$ cat config.mk
export PLATFORM = sky130hd
export DESIGN_NAME = rob_slot_scheduler
export DESIGN_NICKNAME = d
export VERILOG_FILES = /design/src/rtl/rob_slot_scheduler.sv
export SDC_FILE = /design/constraint.sdc
export NUM_CORES = 1
export LEC_CHECK = 0
export BUFFER_PORTS_ARGS = -buffer_cell sky130_fd_sc_hd__buf_2
export CAP_MARGIN = 40
export CORE_MARGIN = 4
export CORE_UTILIZATION = 55
export DETAILED_ROUTE_END_ITERATION = 10
export GPL_TIMING_DRIVEN = 0
export PLACE_DENSITY = 0.83
export SETUP_SLACK_MARGIN = 0.2
export SLEW_MARGIN = 10
export SYNTH_ARGS = -nofsm -noshare
export SYNTH_HDL_FRONTEND = slang
export SYNTH_SLANG_ARGS = --single-unit
export TNS_END_PERCENT = 20
$ cat constraint.sdc
create_clock -name clk -period 3.6 [get_ports clk]
set_input_delay 0.36 -clock clk [delete_from_list [all_inputs] [get_ports clk]]
set_output_delay 0.36 -clock clk [all_outputs]
set_load 0.05 [all_outputs]
$ cat src/rtl/rob_slot_scheduler.sv
// ROB slot table controller: grants AXI read IDs a slot, tracks occupancy, drains on request.
// Build option ROB_SLOT_REUSE_EN: same-ID requests share their owning slot through a counter.
module rob_slot_entry #(
    parameter int ID_WIDTH  = 4,
    parameter int CNT_WIDTH = 4
) (
    input  logic                 clk,
    input  logic                 rst_n,
    input  logic                 take_new,
    input  logic                 take_reuse,
    input  logic                 release_one,
    input  logic [ID_WIDTH-1:0]  id,
    output logic                 alloc,
    output logic [ID_WIDTH-1:0]  owner,
    output logic [CNT_WIDTH-1:0] cnt
);
    // release_one is only raised for an allocated slot, so take_new never meets it
    always_ff @(posedge clk) begin
        if (!rst_n) begin
            alloc <= 1'b0;
            owner <= '0;
            cnt   <= '0;
        end else if (take_new) begin
            alloc <= 1'b1;
            owner <= id;
            cnt   <= CNT_WIDTH'(1);
        end else if (take_reuse && !release_one) begin
            cnt <= cnt + 1'b1;
        end else if (release_one && !take_reuse) begin
            cnt <= cnt - 1'b1;
            if (cnt == CNT_WIDTH'(1))
                alloc <= 1'b0;
        end
    end
endmodule

module rob_slot_scheduler #(
    parameter int ID_WIDTH        = 4,
    parameter int MAX_OUTSTANDING = 16,
    parameter int CNT_WIDTH       = 4
) (
    input  logic                               clk,
    input  logic                               rst_n,
    input  logic                               alloc_valid,
    input  logic [ID_WIDTH-1:0]                alloc_id,
    output logic                               alloc_ready,
    output logic                               grant_valid,
    output logic [$clog2(MAX_OUTSTANDING)-1:0] grant_slot,
    output logic [ID_WIDTH-1:0]                grant_id,
    output logic                               grant_reuse,
    input  logic                               free_valid,
    input  logic [$clog2(MAX_OUTSTANDING)-1:0] free_slot,
    output logic                               err_free,
    input  logic                               drain_req,
    output logic                               drain_done,
    output logic [$clog2(MAX_OUTSTANDING):0]   free_count,
    output logic                               full
);
    localparam int SW = $clog2(MAX_OUTSTANDING);
    localparam logic [CNT_WIDTH-1:0] CNT_MAX = {CNT_WIDTH{1'b1}};
`ifdef ROB_SLOT_REUSE_EN
    localparam bit REUSE_EN = 1'b1;
`else
    localparam bit REUSE_EN = 1'b0;
`endif

    typedef enum logic {RUN, DRAIN} state_t;
    typedef struct packed {
        logic [SW-1:0]       slot;
        logic [ID_WIDTH-1:0] id;
        logic                reuse;
    } grant_t;

    state_t state, state_next;
    logic   drain_fire;

    logic [MAX_OUTSTANDING-1:0]                alloc;
    logic [MAX_OUTSTANDING-1:0][ID_WIDTH-1:0]  owner;
    logic [MAX_OUTSTANDING-1:0][CNT_WIDTH-1:0] cnt;
    logic [MAX_OUTSTANDING-1:0]                take_new, take_reuse, release_one;

    logic          match_hit, free_hit, use_match, hs, free_gone;
    logic [SW-1:0] match_idx, free_idx;
    grant_t        grant_q, grant_d;

    // Descending scan so the lowest qualifying index wins
    always_comb begin
        match_hit = 1'b0;
        match_idx = '0;
        free_hit  = 1'b0;
        free_idx  = '0;
        for (int i = MAX_OUTSTANDING - 1; i >= 0; i--) begin
            if (alloc[i] && owner[i] == alloc_id) begin
                match_hit = 1'b1;
                match_idx = SW'(i);
            end
            if (!alloc[i]) begin
                free_hit = 1'b1;
                free_idx = SW'(i);
            end
        end
    end

    // A saturated owner stalls rather than opening a second slot for the same ID
    assign use_match   = REUSE_EN && match_hit;
    assign alloc_ready = rst_n && (state == RUN) &&
                         (use_match ? (cnt[match_idx] < CNT_MAX) : free_hit);
    assign hs          = alloc_valid && alloc_ready;

    always_comb begin
        for (int i = 0; i < MAX_OUTSTANDING; i++) begin
            take_new[i]    = hs && !use_match && (free_idx == SW'(i));
            take_reuse[i]  = hs && use_match && (match_idx == SW'(i));
            release_one[i] = free_valid && (free_slot == SW'(i)) && alloc[i];
        end
    end

    for (genvar g = 0; g < MAX_OUTSTANDING; g++) begin : g_slot
        rob_slot_entry #(.ID_WIDTH(ID_WIDTH), .CNT_WIDTH(CNT_WIDTH)) u_slot (
            .clk         (clk),
            .rst_n       (rst_n),
            .take_new    (take_new[g]),
            .take_reuse  (take_reuse[g]),
            .release_one (release_one[g]),
            .id          (alloc_id),
            .alloc       (alloc[g]),
            .owner       (owner[g]),
            .cnt         (cnt[g])
        );
    end

    assign free_gone = release_one[free_slot] && (cnt[free_slot] == CNT_WIDTH'(1)) &&
                       !take_reuse[free_slot];

    assign grant_d.slot  = use_match ? match_idx : free_idx;
    assign grant_d.id    = alloc_id;
    assign grant_d.reuse = use_match;

    always_comb begin
        state_next = state;
        drain_fire = 1'b0;
        case (state)
            RUN:   if (drain_req) state_next = DRAIN;
            DRAIN: if (free_count == (SW+1)'(MAX_OUTSTANDING) && !free_valid) begin
                state_next = RUN;
                drain_fire = 1'b1;
            end
            default: state_next = RUN;
        endcase
    end

    always_ff @(posedge clk) begin
        if (!rst_n) begin
            state       <= RUN;
            grant_valid <= 1'b0;
            grant_q     <= '0;
            err_free    <= 1'b0;
            drain_done  <= 1'b0;
            free_count  <= (SW+1)'(MAX_OUTSTANDING);
        end else begin
            state       <= state_next;
            grant_valid <= hs;
            if (hs)
                grant_q <= grant_d;
            err_free    <= free_valid && !alloc[free_slot];
            drain_done  <= drain_fire;
            free_count  <= free_count - (SW+1)'(hs && !use_match) + (SW+1)'(free_gone);
        end
    end

    assign grant_slot  = grant_q.slot;
    assign grant_id    = grant_q.id;
    assign grant_reuse = grant_q.reuse;
    assign full        = (free_count == '0);
endmodule

==> summary by stage <==
Job
The max-cap violation count is 0.

Cells and area
Once layout is complete, the cells apart from fillers number 819. The final standard cell area without fillers is 0.00634 mm². The sequential cells in the finished layout cover a total of 0.00194 mm².

At the end of the flow the core is filled with cells to 0.620. After filler insertion, the fill cell instance count of the layout stands at 856. The antenna diode count is 0. The number of nets in the final layout is 731. Of the cells placed in the final design, the portion with a size suffix greater than 1 is 0.163. The area added between synthesis and finish is 10.6%.

Leaving out fill and tap cells, the most frequent cell in the layout is sky130_fd_sc_hd__dfxtp_1. The footprint of the multi-input gates is 0.00342 mm². In the layout the commonest cells are sky130_fd_sc_hd__dfxtp_1, sky130_fd_sc_hd__nand2_1, sky130_fd_sc_hd__nor2_1, sky130_fd_sc_hd__inv_1, sky130_fd_sc_hd__buf_2.

Route
The detailed-routed wire length on met2 is 7.52 mm. The routed design uses 1.15 mm of met3 wire. The post-detailed-route DRC marker count is 0. The via count of the routed design is 5163.

The count of routing violations after the opening detailed-route iteration is 548. In this run the remaining antenna-violating nets after routing total 0. The aggregate routed wire length is 15.7 mm. The routed length per instance is 19.2 µm. For this run, the detailed router's first-pass iteration total came to 7. The detailed router put a total of 6.34 mm of wire on met1. In this run the top signal layer used is met4. The average via count per standard cell is 6.30.

Synth
The total number of yosys warnings is 0. Synthesis produced 636 cells. In the synthesized netlist the dominant register cell turns out to be sky130_fd_sc_hd__dfxtp_1.

Counting flops and latches in the post-synthesis netlist gives 97. The number of distinct standard cells referenced by the synthesized netlist is 76. Yosys attributes the largest share of cell area to sky130_fd_sc_hd__dfxtp_1, sky130_fd_sc_hd__ha_1, sky130_fd_sc_hd__xnor2_1. The share of synthesized area in the top cell type comes to 0.339. The largest area contributor in the synthesized netlist is sky130_fd_sc_hd__dfxtp_1. The synthesized design contains 0 enable-type register cells.

Synthesis produced a netlist with a net count of 688. Dividing the synthesized area by the synthesized cell count gives 9.02 µm². The portion of the post-synthesis area used by sequential elements is 0.339.

The async set-or-reset flop fraction in the synthesized netlist is 0. The cell area after synthesis is 0.00573 mm².

Placement
The post-detailed-placement half-perimeter wirelength is 11.5 mm. The number of port buffers is 30. The cell count after placement is 802. The congestion estimate from routability-driven global placement came to 0.986. The pre-CTS setup slack is -0.638 ns.

The total cell area at the placement stage is 0.00605 mm².

Hold path
The number of stages on the worst hold path is 3. The tightest min-delay check is of the in -> reg type. The origin of the worst min-delay path is alloc_id[1]. The worst hold path endpoint is grant_id[1].

Clocking
Clock tree synthesis found a total of 97 sinks. The cell at the root of the clock tree is sky130_fd_sc_hd__clkbuf_8. The number of buffers inserted during clock tree synthesis is 9. The clock insertion delay at the later pin of the skew report is 0.38 ns. The deepest clock path buffer count is 2.

The total of hold buffers inserted after clock tree synthesis is 0. The deepest level of the CTS H-tree is 3. The clock tree from TritonCTS is done. After clock tree synthesis, the clock-pin slew on the worst setup and hold paths is 0.09 ns.

GRT
Global routing finished with a remaining overflow of 0. Entering global routing, the biggest net connects 15 pins. The global-route usage over all layers is 0.269.

The number of antenna violations at the first check in global routing came to 0. The via count of the first global-routing pass is 4939. The global-route wire length before repair is 25.0 mm.

STA
The max-slew violation count came to 0. Setup repair after global routing left no endpoint under its margin. The clock period minus worst slack is 3.18 ns.

The worst-case setup margin in the final layout is 0.420 ns. Timing would allow up to 0.314 GHz. The number of setup violations in the final report is 0. On the final layout, the worst clock skew is 0.0133 ns. The slew at the pin closest to its max-slew limit is 0.843 ns.

In the finished design, the share of the clock period the worst path needs comes to 0.883. The number of hold-slack violations in the final timing report is 0. Across all hold checks on the routed design, the worst slack comes to 0.213 ns.

The worst slew margin relative to its limit is 0.435. Adding up every negative setup slack in the final design gives 0 ns.

Setup path
The slowest stage cell on the critical path is sky130_fd_sc_hd__nor4_2. The setup path with the least slack is of type in -> reg. The number of cells on the worst reg-to-reg path is 14. The arrival time reported for the critical path endpoint is 3.43 ns. Of all nets on the critical path, the largest fanout is 10. The worst setup slack for register-to-register paths is 0.49 ns. The reg-to-reg critical path startpoint is g_slot[1].u_slot.cnt[3]. By instance count, the cell type seen most on the critical path is sky130_fd_sc_hd__inv_1. In this run the critical register-to-register path is captured at free_count[4]. The maximum single-stage delay on the critical path is 0.38 ns.

STA classifies the critical path endpoint as a register. Traced cell by cell, the critical path runs through buf_2 > buf_6 > nor2_1 > buf_2 > and3_1 > nor4_2 > nand4_1 > o311ai_4 > ha_1 > inv_1 > ha_1 > inv_1 > fa_2 > inv_1 > a21oi_1 > o21bai_1 > xnor2_1 > nand2_1. The worst setup path is launched from an input pin. Data on the critical path is required at its endpoint by 3.85 ns.

Die
The floorplan step defined a die boundary enclosing 0.0121 mm². The floorplan step defined a core boundary enclosing 0.0102 mm². The I/O pin total is 32. The width of the die is 110 µm. After floorplanning, the core was divided into 37 placement rows. The starting density of the core is 0.560. The die is 110 µm tall.

Pwr
The maximum VDD drop is 208 µV. Power comes to 2.34 mW. For this design the static power due to leakage is 2.36 nW. Power spread over the standard cell area amounts to 368 mW/mm².

Status
The run finished with clean final reports.
## sequential cells by signal, summed over array words and instances, names as in the netlist
signal and cells:
err_free 1, drain_done 1, grant_valid 1, free_count 5
g_slot.u_slot.cnt 64, state 1, grant_slot 4, g_slot.u_slot.alloc 16
grant_id 4
## worst max-delay path by stage
stage,cells after the start,to,slack (ns),startpoint
final,18,free_count[4],0.42,free_slot[1]
after global routing,18,free_count[4],0.21,free_slot[3]
after CTS,18,free_count[4],0.22,free_slot[1]
after detailed placement,16,free_count[4],-0.64,free_slot[1]
after global placement,16,free_count[4],-0.41,free_slot[1]
after floorplan,18,free_count[4],0.52,free_slot[3]
## where the power goes
part / internal, mW / switching, mW / leakage [nW] / total (mW)
Sequential: 1.10 / 0.0254 / 0.784 / 1.12
Combinational: 0.119 / 0.256 / 1.47 / 0.375
Clock: 0.459 / 0.380 / 0.111 / 0.839
## metal layers
layer	vias up	global-route usage
li1	2365	-
met1	2501	0.327
met2	239	0.445
met3	58	0.0478
met4	0	0.159
met5	-	0
## cell families after synthesis
logic type / count (synthesis) / synth area share
AO/OA/AOI/OAI: 134 / 0.178
flip-flops: 97 / 0.339
adder cells (fa/ha/maj): 39 / 0.0864
XOR/XNOR: 52 / 0.0794
multiplexers: 14 / 0.0421
AND/OR/NAND/NOR: 210 / 0.204
other: 1 / 0.000654
buffers and inverters: 89 / 0.0707
## what timing repair did
item | in CTS | in global routing
cloned | 0 | 0
resized for setup | 4 | 14
pin swaps | 0 | 7
buffers inserted | 0 | 2
endpoints found under the setup margin | 2 | 1
## worst max-delay path, delay by kind of cell
kind            cells  cell delay [ns]
compound gates      3             0.41
xor+xnor            1             0.14
fa+ha+maj           3             0.79
buf+inv             6             0.73
simple gates        5             1.00
## synth_stat cells (all sizes together), types with 2 or more instances
master	instances
nor3b	3
buf	22
nand3	16
nor3	17
nand3b	2
o31ai	8
nor4	10
nor2b	6
o32ai	2
a22o	6
and2	4
xor2	25
clkbuf	21
and4	2
inv	45
nand2	50
a21oi	30
o21a	2
or4	3
or3	2
mux4	8
a31oi	4
a311oi	2
a211oi	27
nand4	21
mux2i	5
and3b	3
a21o	3
o221a	2
a2111oi	6
nor4b	5
o21ai	15
xnor2	27
a32o	6
and3	14
ha	38
dfxtp	97
a31o	3
o211ai	8
o22ai	3
nor2	48
## final cells by class
type	instances	share of cell area
flip-flops and latches	97	0.306
well taps	136	0.0268
repair buffers	32	0.0260
clock inverters	3	0.0142
inverters	46	0.0272
plain buffers	43	0.0385
multi-input cells	450	0.540
clock buffers	12	0.0213
Note: power is estimated with default switching activity, not from simulation.
